===== src/rtl/hazard_sched.sv =====
// hazard_sched: front-end hazard scheduler for the IF/ID and ID/EX registers.
// Resolves data-memory wait, mispredict redirect, load-use and fetch miss in
// strict priority each cycle. All control outputs are combinational.
// Optional macro HAZARD_PERF_CNT_EN enables the stall/redirect perf counters;
// when undefined both counter ports read 0.
module hazard_sched #(
  parameter int unsigned REDIRECT_BUBBLES = 1
) (
  input  logic        Clk,
  input  logic        reset,
  input  logic        id_valid,
  input  logic [4:0]  id_rs1,
  input  logic        id_need_rs1,
  input  logic [4:0]  id_rs2,
  input  logic        id_need_rs2,
  input  logic        ex_valid,
  input  logic [4:0]  ex_rds,
  input  logic        ex_is_load,
  input  logic        ex_mispredict,
  input  logic        mem_busy,
  input  logic        ifetch_busy,
  output logic        pc_we,
  output logic        ifid_stall,
  output logic        ifid_flush,
  output logic        idex_stall,
  output logic        idex_flush,
  output logic [1:0]  state,
  output logic [31:0] perf_stall_cnt,
  output logic [31:0] perf_redir_cnt
);

  localparam int unsigned RcW  = 3;
  localparam int unsigned RegW = 5;

  typedef enum logic [1:0] {
    RUN    = 2'd0,
    BUBBLE = 2'd1,
    REDIR  = 2'd2,
    MWAIT  = 2'd3
  } state_t;

  state_t         curState;
  state_t         nextState;
  logic [RcW-1:0] rc;
  logic [RcW-1:0] rcNext;
  logic           loadUse;
  logic           inRedirect;

  // Load-use: consumer in IF/ID reads the destination of a load in ID/EX (r0 never hazards)
  always_comb begin
    loadUse = id_valid && ex_valid && ex_is_load && (ex_rds != RegW'(0)) &&
              ((id_need_rs1 && (id_rs1 == ex_rds)) ||
               (id_need_rs2 && (id_rs2 == ex_rds)));
  end

  // Redirect in progress, including one paused by a memory wait
  always_comb begin
    inRedirect = (curState == REDIR) || ((curState == MWAIT) && (rc != RcW'(0)));
  end

  // State and redirect-counter registers
  always_ff @(posedge Clk or negedge reset) begin
    if (!reset) begin
      curState <= RUN;
      rc       <= '0;
    end else begin
      curState <= nextState;
      rc       <= rcNext;
    end
  end

  // Priority resolution: next state, counter update and pipeline controls
  always_comb begin
    nextState  = RUN;
    rcNext     = rc;
    pc_we      = 1'b0;
    ifid_stall = 1'b0;
    ifid_flush = 1'b0;
    idex_stall = 1'b0;
    idex_flush = 1'b0;
    if (!reset) begin
      ifid_flush = 1'b1;
      idex_flush = 1'b1;
      rcNext     = '0;
    end else if (mem_busy) begin
      ifid_stall = 1'b1;
      idex_stall = 1'b1;
      nextState  = MWAIT;
    end else if (ex_mispredict && ex_valid) begin
      pc_we      = 1'b1;
      ifid_flush = 1'b1;
      idex_flush = 1'b1;
      rcNext     = RcW'(REDIRECT_BUBBLES);
      nextState  = (REDIRECT_BUBBLES != 0) ? REDIR : RUN;
    end else if (inRedirect) begin
      pc_we      = 1'b1;
      ifid_flush = 1'b1;
      if (rc != RcW'(0)) begin
        rcNext = rc - RcW'(1);
      end
      nextState  = (rc <= RcW'(1)) ? RUN : REDIR;
    end else if (loadUse) begin
      ifid_stall = 1'b1;
      idex_flush = 1'b1;
      nextState  = BUBBLE;
    end else if (ifetch_busy) begin
      ifid_flush = 1'b1;
    end else begin
      pc_we      = 1'b1;
    end
  end

  assign state = curState;

`ifdef HAZARD_PERF_CNT_EN
  logic [31:0] stallCnt;
  logic [31:0] redirCnt;
  logic        redirFire;

  assign redirFire = reset && !mem_busy && ex_mispredict && ex_valid;

  // Free-running wrap-around performance counters
  always_ff @(posedge Clk or negedge reset) begin
    if (!reset) begin
      stallCnt <= '0;
      redirCnt <= '0;
    end else begin
      if (!pc_we) begin
        stallCnt <= stallCnt + 32'd1;
      end
      if (redirFire) begin
        redirCnt <= redirCnt + 32'd1;
      end
    end
  end

  assign perf_stall_cnt = stallCnt;
  assign perf_redir_cnt = redirCnt;
`else
  assign perf_stall_cnt = '0;
  assign perf_redir_cnt = '0;
`endif

endmodule


===== config.mk =====
export PLATFORM = sky130hd
export DESIGN_NAME = hazard_sched
export DESIGN_NICKNAME = d
export VERILOG_FILES = /design/src/rtl/hazard_sched.sv
export SDC_FILE = /design/constraint.sdc
export NUM_CORES = 1
export LEC_CHECK = 0
export CAP_MARGIN = 0
export CORE_AREA = 2 2 61 69
export DETAILED_ROUTE_END_ITERATION = 6
export DIE_AREA = 0 0 63 71
export PLACE_DENSITY = 0.75
export SLEW_MARGIN = 30
export SYNTH_ARGS = -nofsm -noshare
export SYNTH_HDL_FRONTEND = slang
export SYNTH_SLANG_ARGS = --single-unit

===== constraint.sdc =====
create_clock -name Clk -period 1.3 [get_ports Clk]
set_input_delay 0.13 -clock Clk [delete_from_list [all_inputs] [get_ports Clk]]
set_output_delay 0.13 -clock Clk [all_outputs]
set_load 0.01 [all_outputs]

# Yosys cells after proc, flatten, opt, wreduce, memory -nomap -nowiden
# Index checks and enable logic that the tools add are counted.
# Widths: inputs -> output; s select.
dict set report totals {
  reg_bits 5
  latchBits 0
  ram_bits 0
  mem_bits_ro 0
  output_inout_bits 71
  wordCells 57
  n_memories 0
}
dict set report classes {
  addsub 1
  multipliers 0
  div 0
  n_lt_le_gt_ge 1
  eq_ne 7
  shift 0
  mux 33
  n_bitwise 0
  n_reduce_logical 13
}
# operator n
set ops {}
lappend ops {{$mux 1} 23}
lappend ops {{$mux 3} 5}
lappend ops {{$eq 5x5->1} 2}
lappend ops {{$mux 2} 5}
lappend ops {{$logic_and 1x1->1} 8}
lappend ops {{$ne 3x1->1 const B} 2}
lappend ops {{$reduce_bool 5->1} 1}
lappend ops {{$eq 2x2->1 const B} 2}
lappend ops {{$le 3x1->1 const B} 1}
lappend ops {{$reduce_and 3->1} 1}
lappend ops {{$reduce_bool 3->1} 1}
lappend ops {{$sub 3x1->3 const B} 1}
lappend ops {{$logic_or 1x1->1} 2}
lappend ops {{$ne 2x2->1 const B} 1}

# Logic depth before layout (Yosys ltp)
# Gate-level depths: netlist of the first run.
dict set report logic_depth {
  depth_word 9
  depth_mapped 6
  depth_no_buf 6
}

# Worst setup path after synthesis of the first run
# Ideal clock, no wire load.
dict set report synth_path {
  kind {register -> output}
  start {register rc[0]}
  end {output port ifid_stall}
  arrival_ns 1.339
  required_ns 1.170
  slack_ns -0.169
  stages_incl_launch_ff 7
  path_buffers 0
  path_cell_list {dfrtp_1 -> inv_1 -> ha_1 -> nand2b_1 -> o21a_2 -> nor3_2 -> a31o_1}
}
dict set report synth_via {
  elab_chain_cells 7
}
# element line
set synth_rtl {}
lappend synth_rtl {{start: declaration} 44} ;# logic [RcW-1:0] rc;
lappend synth_rtl {{start signal: assignment} 68} ;# rc <= rcNext;
lappend synth_rtl {{$reduce_bool 3->1} 58} ;# inRedirect = (curState == REDIR) || ((curState == MWAIT) && (rc != RcW'(0)));
lappend synth_rtl {{$logic_and 1x1->1} 58}
lappend synth_rtl {{$logic_or 1x1->1} 58}
lappend synth_rtl {{$mux 1} 95} ;# end else if (inRedirect) begin
lappend synth_rtl {{$mux 1} 89} ;# end else if (ex_mispredict && ex_valid) begin
lappend synth_rtl {{$mux 1} 85} ;# end else if (mem_busy) begin
lappend synth_rtl {{$mux 1} 81} ;# if (!reset) begin
lappend synth_rtl {{end: declaration} 23} ;# output logic ifid_stall,
# Every way passes these cells.

# Worst setup path in the final report of the first run
# Same ends and word-level chain as after synthesis.

==> results of run 1 <==
[flip-flops by register name, indices dropped and copies added, names as in the netlist]
name and flops:
state 2, rc 3
[final cells by class]
type / count / area, sq um / share of cell area
Sequential cell: 5 / 125 / 0.0893
Clock buffer: 4 / 45.0 / 0.0321
Inverter: 4 / 15.0 / 0.0107
Multi-Input combinational cell: 116 / 672 / 0.479
Timing Repair Buffer: 55 / 479 / 0.342
Tap cell: 52 / 65.1 / 0.0464
[cells by family after synthesis]
logic type | Yosys count
buffers and inverters | 68
AOI/OAI and AO/OA | 20
and+or+nand+nor | 19
xor gates and xnor gates | 10
DFF | 5
adders and majority gates | 3
other | 1
[worst paths after layout]
path / cells past startpoint / startpoint / endpoint / slack (ns)
max in group asynchronous: 3 / reset / state[1] / 0.65
hold / removal: 3 / mem_busy / state[1] / 0.41
setup / recovery: 7 / rc[0] / ifid_stall / -0.43
hold reg to reg: 2 / rc[2] / rc[2] / 0.60
min in group asynchronous: 3 / reset / rc[1] / 0.53
setup reg to reg: 7 / rc[0] / state[0] / -0.14
[synthesized netlist by cell type (all sizes together)]
cell	n	area [sq um]
buf	64	480
xnor2	10	87.6
nand2	8	30.0
a21oi	5	25.0
dfrtp	5	125
inv	4	15.0
ha	3	37.5
nand4	3	18.8
o21ai	3	15.0
a31o	2	17.5
a31oi	2	12.5
nor2	2	10.0
a21bo	1	10.0
a21boi	1	7.51
and2	1	6.26
conb	1	3.75
nand2b	1	6.26
nand3	1	5.00
nor2b	1	6.26
nor3	1	10.0
o211a	1	10.0
o21a	1	8.76
o22ai	1	6.26
o31ai	1	7.51
o32ai	1	8.76
o41ai	1	8.76
or4	1	11.3
[routing by layer]
layer | track usage | part of all wire
met5 | 0 | 0
met2 | 0.186 | 0.55
met1 | 0.0789 | 0.32
met4 | 0.0296 | 0.010
met3 | 0.0318 | 0.12
[report_power, final]
group	switching (mW)	leakage, nW	internal [mW]
logic	0.215	0.633	0.197
registers	0.00513	0.0666	0.165
clock network	0.0765	0.0228	0.211
total	0.297	0.722	0.573
[what timing repair did]
action / 4_1_cts / 5_1_grt
endpoints found under the hold margin: 5 / 0
buffers inserted: 4 / 2
resized for setup: 37 / 2
setup endpoints to repair: 10 / 7
pin swaps: 9 / 2
hold buffers: 1 / 0
[worst max-delay path: cells and delay by family (launching register included)]
family | cells | cell delay (ns)
buffers and inverters | 2 | 0.20
adders and majority gates | 1 | 0.15
DFF | 1 | 0.38
AOI/OAI and AO/OA | 2 | 0.43
and+or+nand+nor | 2 | 0.23
[per-stage QoR]
| stage | power (mW) | std cells |
|---|---|---|
| after CTS | 0.860 | 234 |
| after global routing | 0.923 | 236 |
| final | 0.870 | 236 |
| after global placement | 0.558 | 227 |
| after detailed placement | 0.563 | 227 |
| after floorplan | 0.514 | 189 |
==> results.cfg, run 1 <==
[status]
status = finished with violations
violations = setup timing

[yosys]
syn-instance-count = 126
synth_top_family_by_area = buffers and inverters
syn_area_sq_um = 991
synth.yosys.seq_area_share = 0.126
syn_area_per_cell_sq_um = 7.86
synthXorXnorAreaFrac = 0.0884
synthMuxAreaShare = 0
synthSimpleGateAreaFrac = 0.105
synthAdderAreaFrac = 0.0379
yosysUniqueCellTypes = 28
ys_warn_count = 0
ys_ff_latch = 5
synth_compound_gate_area_share = 0.139

[die]
dieWidth_microns = 63
initial_utilization = 0.260
dieArea_sq_um = 4470
io_pins = 96
core_sq_um = 3810
die_height_microns = 71
num_rows = 24

[sta]
fin_ws_ns = -0.429
rsz0062_at_grt = yes
hold_viol = 0
finClkSkew_ns = 0.00121
fmax_ghz = 0.579
setup_violations = 8
period_minus_slack_ns = 1.73
hold_ws_ns = 0.411
final.period_utilization = 1.33
tns_ns = -1.84
drv_slew = 0

[clock_tree]
clock_path_buffers = 2
cts-root-buf = clkbuf_8
cts_buffers = 3
clkLatencyLatePin_ns = 0.22
cts_num_sinks = 5
htree_levels = 1
clk_pin_slew_ns = 0.03
cts_tree = done

[routing]
vias = 839
wl_per_cell_microns = 8.79
totalWireLength_mm = 2.07
antenna_left = 0
route.detailed.drc = 0
initialDrtViolationCount = 11
firstDrtPassIters = 2
viasPerCell = 3.56

[finish]
finalCoreUtilization = 0.367
final_area_sq_um = 1400
nNetsFinal = 213
drive_above_1_share = 0.250
mostFrequentLayoutCell = conb_1
final_cell_mix = 64 x conb_1, 22 x buf_4, 17 x clkdlybuf4s50_1, 10 x xnor2_1, 7 x dlygate4sd2_1
area_growth_pct = 41.4
num_antenna_cells = 0
n_fill_cell = 401

[grt]
grt_pass1_vias = 738
grt-ovfl-total = 0
track_usage = 0.0902
antenna_found_initial = 0
grt_max_degree = 8
grt_pass1_wl_mm = 3.11

[setup_path]
critPathArrivalTime_ns = 1.60
worst_ep_required_time_ns = 1.17
critPathCaptureType = primary output
crit_slowest_cell = dfrtp_1
crit_fanout = 4
path_cells = inv_2 > ha_4 > nand2b_4 > o21a_4 > nor3_4 > a31o_1 > buf_6
crit_path_start_kind = register
crit_type = reg2out
max_stage_delay_ns = 0.38

[pwr]
power_leakage_nw = 0.722
ir_worst_vdd_v = 0.000218
power.density_nw_per_um2 = 621

[place]
portBuffers = 31
dpl-instance-area_sq_um = 1300
place_ws_ns = -0.930
gp_congestion = 0.787
hpwl_mm = 1.76

[flow_run]
cap_violations = 0

[min_path]
min_path_type = in2reg
Note: power is estimated with default switching activity, not from simulation.
==> run 2, diff against run 1 <==
--- a/config.mk
+++ b/config.mk
@@ -9,6 +9,7 @@
 export CORE_AREA = 2 2 61 69
 export DETAILED_ROUTE_END_ITERATION = 6
 export DIE_AREA = 0 0 63 71
+export GPL_TIMING_DRIVEN = 0
 export PLACE_DENSITY = 0.75
 export SLEW_MARGIN = 30
 export SYNTH_ARGS = -nofsm -noshare
==> run 2 against run 1 <==
The flow still finishes with violations (setup timing); critical path depth did not move; total power increased by 12%; setup slack worse by 0.015 ns; utilization up 9.2 points; sequential cell count is the same; final area increased by 25%; highest routed layer unchanged.
==> results.cfg, run 2 (synthesized netlist as in run 1, its figures left out) <==
[sta]
finClkSkew_ns = 0.000681
setup_violations = 5
tns_ns = -1.79
hold_viol = 0
drv_slew = 0
rsz0062_at_grt = yes
final.period_utilization = 1.34
fin_ws_ns = -0.443
period_minus_slack_ns = 1.74
fmax_ghz = 0.574

[pwr]
seq_power_share = 0.179
switching_share = 0.321
p_switching_mw = 0.313
combPwrFrac = 0.522
ir_worst_vdd_v = 0.000216
p_int_mw = 0.662
p_clk_frac = 0.299
power.density_nw_per_um2 = 556
power_leakage_nw = 0.979

[place]
dp_cells = 272
gp_congestion = 0.756
hpwl_mm = 1.87
portBuffers = 31

[min_path]
min_path_type = in2reg

[flow_run]
cap_violations = 0

[clock_tree]
cts_tree = done
cts_num_sinks = 5
cts_buffers = 3
clk_pin_slew_ns = 0.04
htree_levels = 1
cts-root-buf = clkbuf_8
clkLatencyLatePin_ns = 0.22
clock_path_buffers = 2

[grt]
grt-ovfl-total = 0
antenna_found_initial = 0
track_usage = 0.0891
grt_pass1_vias = 801
grt_pass1_wl_mm = 3.20
grt_max_degree = 8

[finish]
num_antenna_cells = 0
n_fill_cell = 394
nNetsFinal = 261
mostFrequentLayoutCell = buf_4
largest_reg_flops = 3
area_growth_pct = 76.9
finalNonFillerCells = 284
final_cell_mix = 71 x buf_4, 64 x conb_1, 19 x clkdlybuf4s50_1, 10 x xnor2_1
finalCoreUtilization = 0.460
top_register = rc
drive_above_1_share = 0.409

[routing]
initialDrtViolationCount = 4
antenna_left = 0
route.detailed.drc = 0
firstDrtPassIters = 4
vias = 937
wl_per_cell_microns = 7.53
viasPerCell = 3.30
totalWireLength_mm = 2.14

[setup_path]
worst_ep_required_time_ns = 1.17
critPathCaptureType = primary output
path_cells = inv_2 > ha_4 > nand2b_4 > o21a_4 > nor3_4 > a31o_1 > buf_6
max_stage_delay_ns = 0.39
crit_type = reg2out
crit_slowest_cell = dfrtp_1
crit_path_start_kind = register
critPathArrivalTime_ns = 1.61
crit_fanout = 4

[die]
initial_utilization = 0.260
core_sq_um = 3810
die_height_microns = 71
io_pins = 96
num_rows = 24
dieArea_sq_um = 4470
dieWidth_microns = 63

[status]
violations = setup timing
status = finished with violations
-- run 2: path summary, 6_finish.rpt --
| check | startpoint | to | slack, ns | cells past startpoint |
|---|---|---|---|---|
| worst max register to register | rc[0] | state[0] | -0.15 | 7 |
| max in group asynchronous | reset | state[1] | 0.48 | 2 |
| worst min-delay path | mem_busy | state[1] | 0.36 | 3 |
| worst min register to register | rc[2] | rc[2] | 0.53 | 1 |
| min in group asynchronous | reset | rc[0] | 0.60 | 2 |
| worst max-delay path | rc[0] | ifid_stall | -0.44 | 7 |
-- run 2: worst max-delay path, delay by kind of cell, from the launching register on --
family	cells	cell delay, ns
AOI/OAI and AO/OA	2	0.42
DFF	1	0.39
and+or+nand+nor	2	0.23
buffers and inverters	2	0.20
adders and majority gates	1	0.15
-- run 2: power by group through the flow --
| stage | sequential, mW | combinational [mW] | clock (mW) |
|---|---|---|---|
| 6_report | 0.175 | 0.509 | 0.292 |
| 5_1_grt | 0.176 | 0.554 | 0.318 |
| 4_1_cts | 0.173 | 0.483 | 0.300 |
| 3_5_place_dp | 0.176 | 0.477 | 0 |
| 3_3_place_gp | 0.176 | 0.473 | 0 |
| 2_1_floorplan | 0.176 | 0.338 | 0 |
-- run 2: per-stage QoR --
stage	instance area (sq um)	setup slack, ns	power [mW]	hold WS [ns]
2_1_floorplan	1260	-0.0769	0.514	-0.166
3_3_place_gp	1640	-0.972	0.648	0.428
3_5_place_dp	1640	-0.963	0.653	0.431
4_1_cts	1710	-0.492	0.956	0.362
5_1_grt	1750	-0.536	1.05	0.399
6_report	1750	-0.443	0.975	0.363
-- run 2: layout make-up --
cell class,count,area [sq um],area share
Timing Repair Buffer,39,355,0.203
Sequential cell,5,126,0.0721
Clock buffer,4,45.0,0.0257
Inverter,4,15.0,0.00857
Multi-Input combinational cell,116,666,0.380
Buffer,64,480,0.274
Tap cell,52,65.1,0.0371
-- run 2: what timing repair did --
action | in CTS | in global routing
setup buffers | 5 | 3
pin swaps | 5 | 5
gates resized for setup | 29 | 8
hold buffers | 1 | 0
hold endpoints to repair | 5 | 0
endpoints found under the setup margin | 9 | 8
-- run 2: metal layers --
layer / share of wire / up-vias / wire, microns / GRT usage
li1: - / 501 / - / -
met5: 0 / - / 0 / 0
met4: 0.011 / 0 / 24 / 0.0370
met3: 0.16 / 2 / 346 / 0.0366
met1: 0.31 / 366 / 665 / 0.0807
met2: 0.52 / 68 / 1100 / 0.173
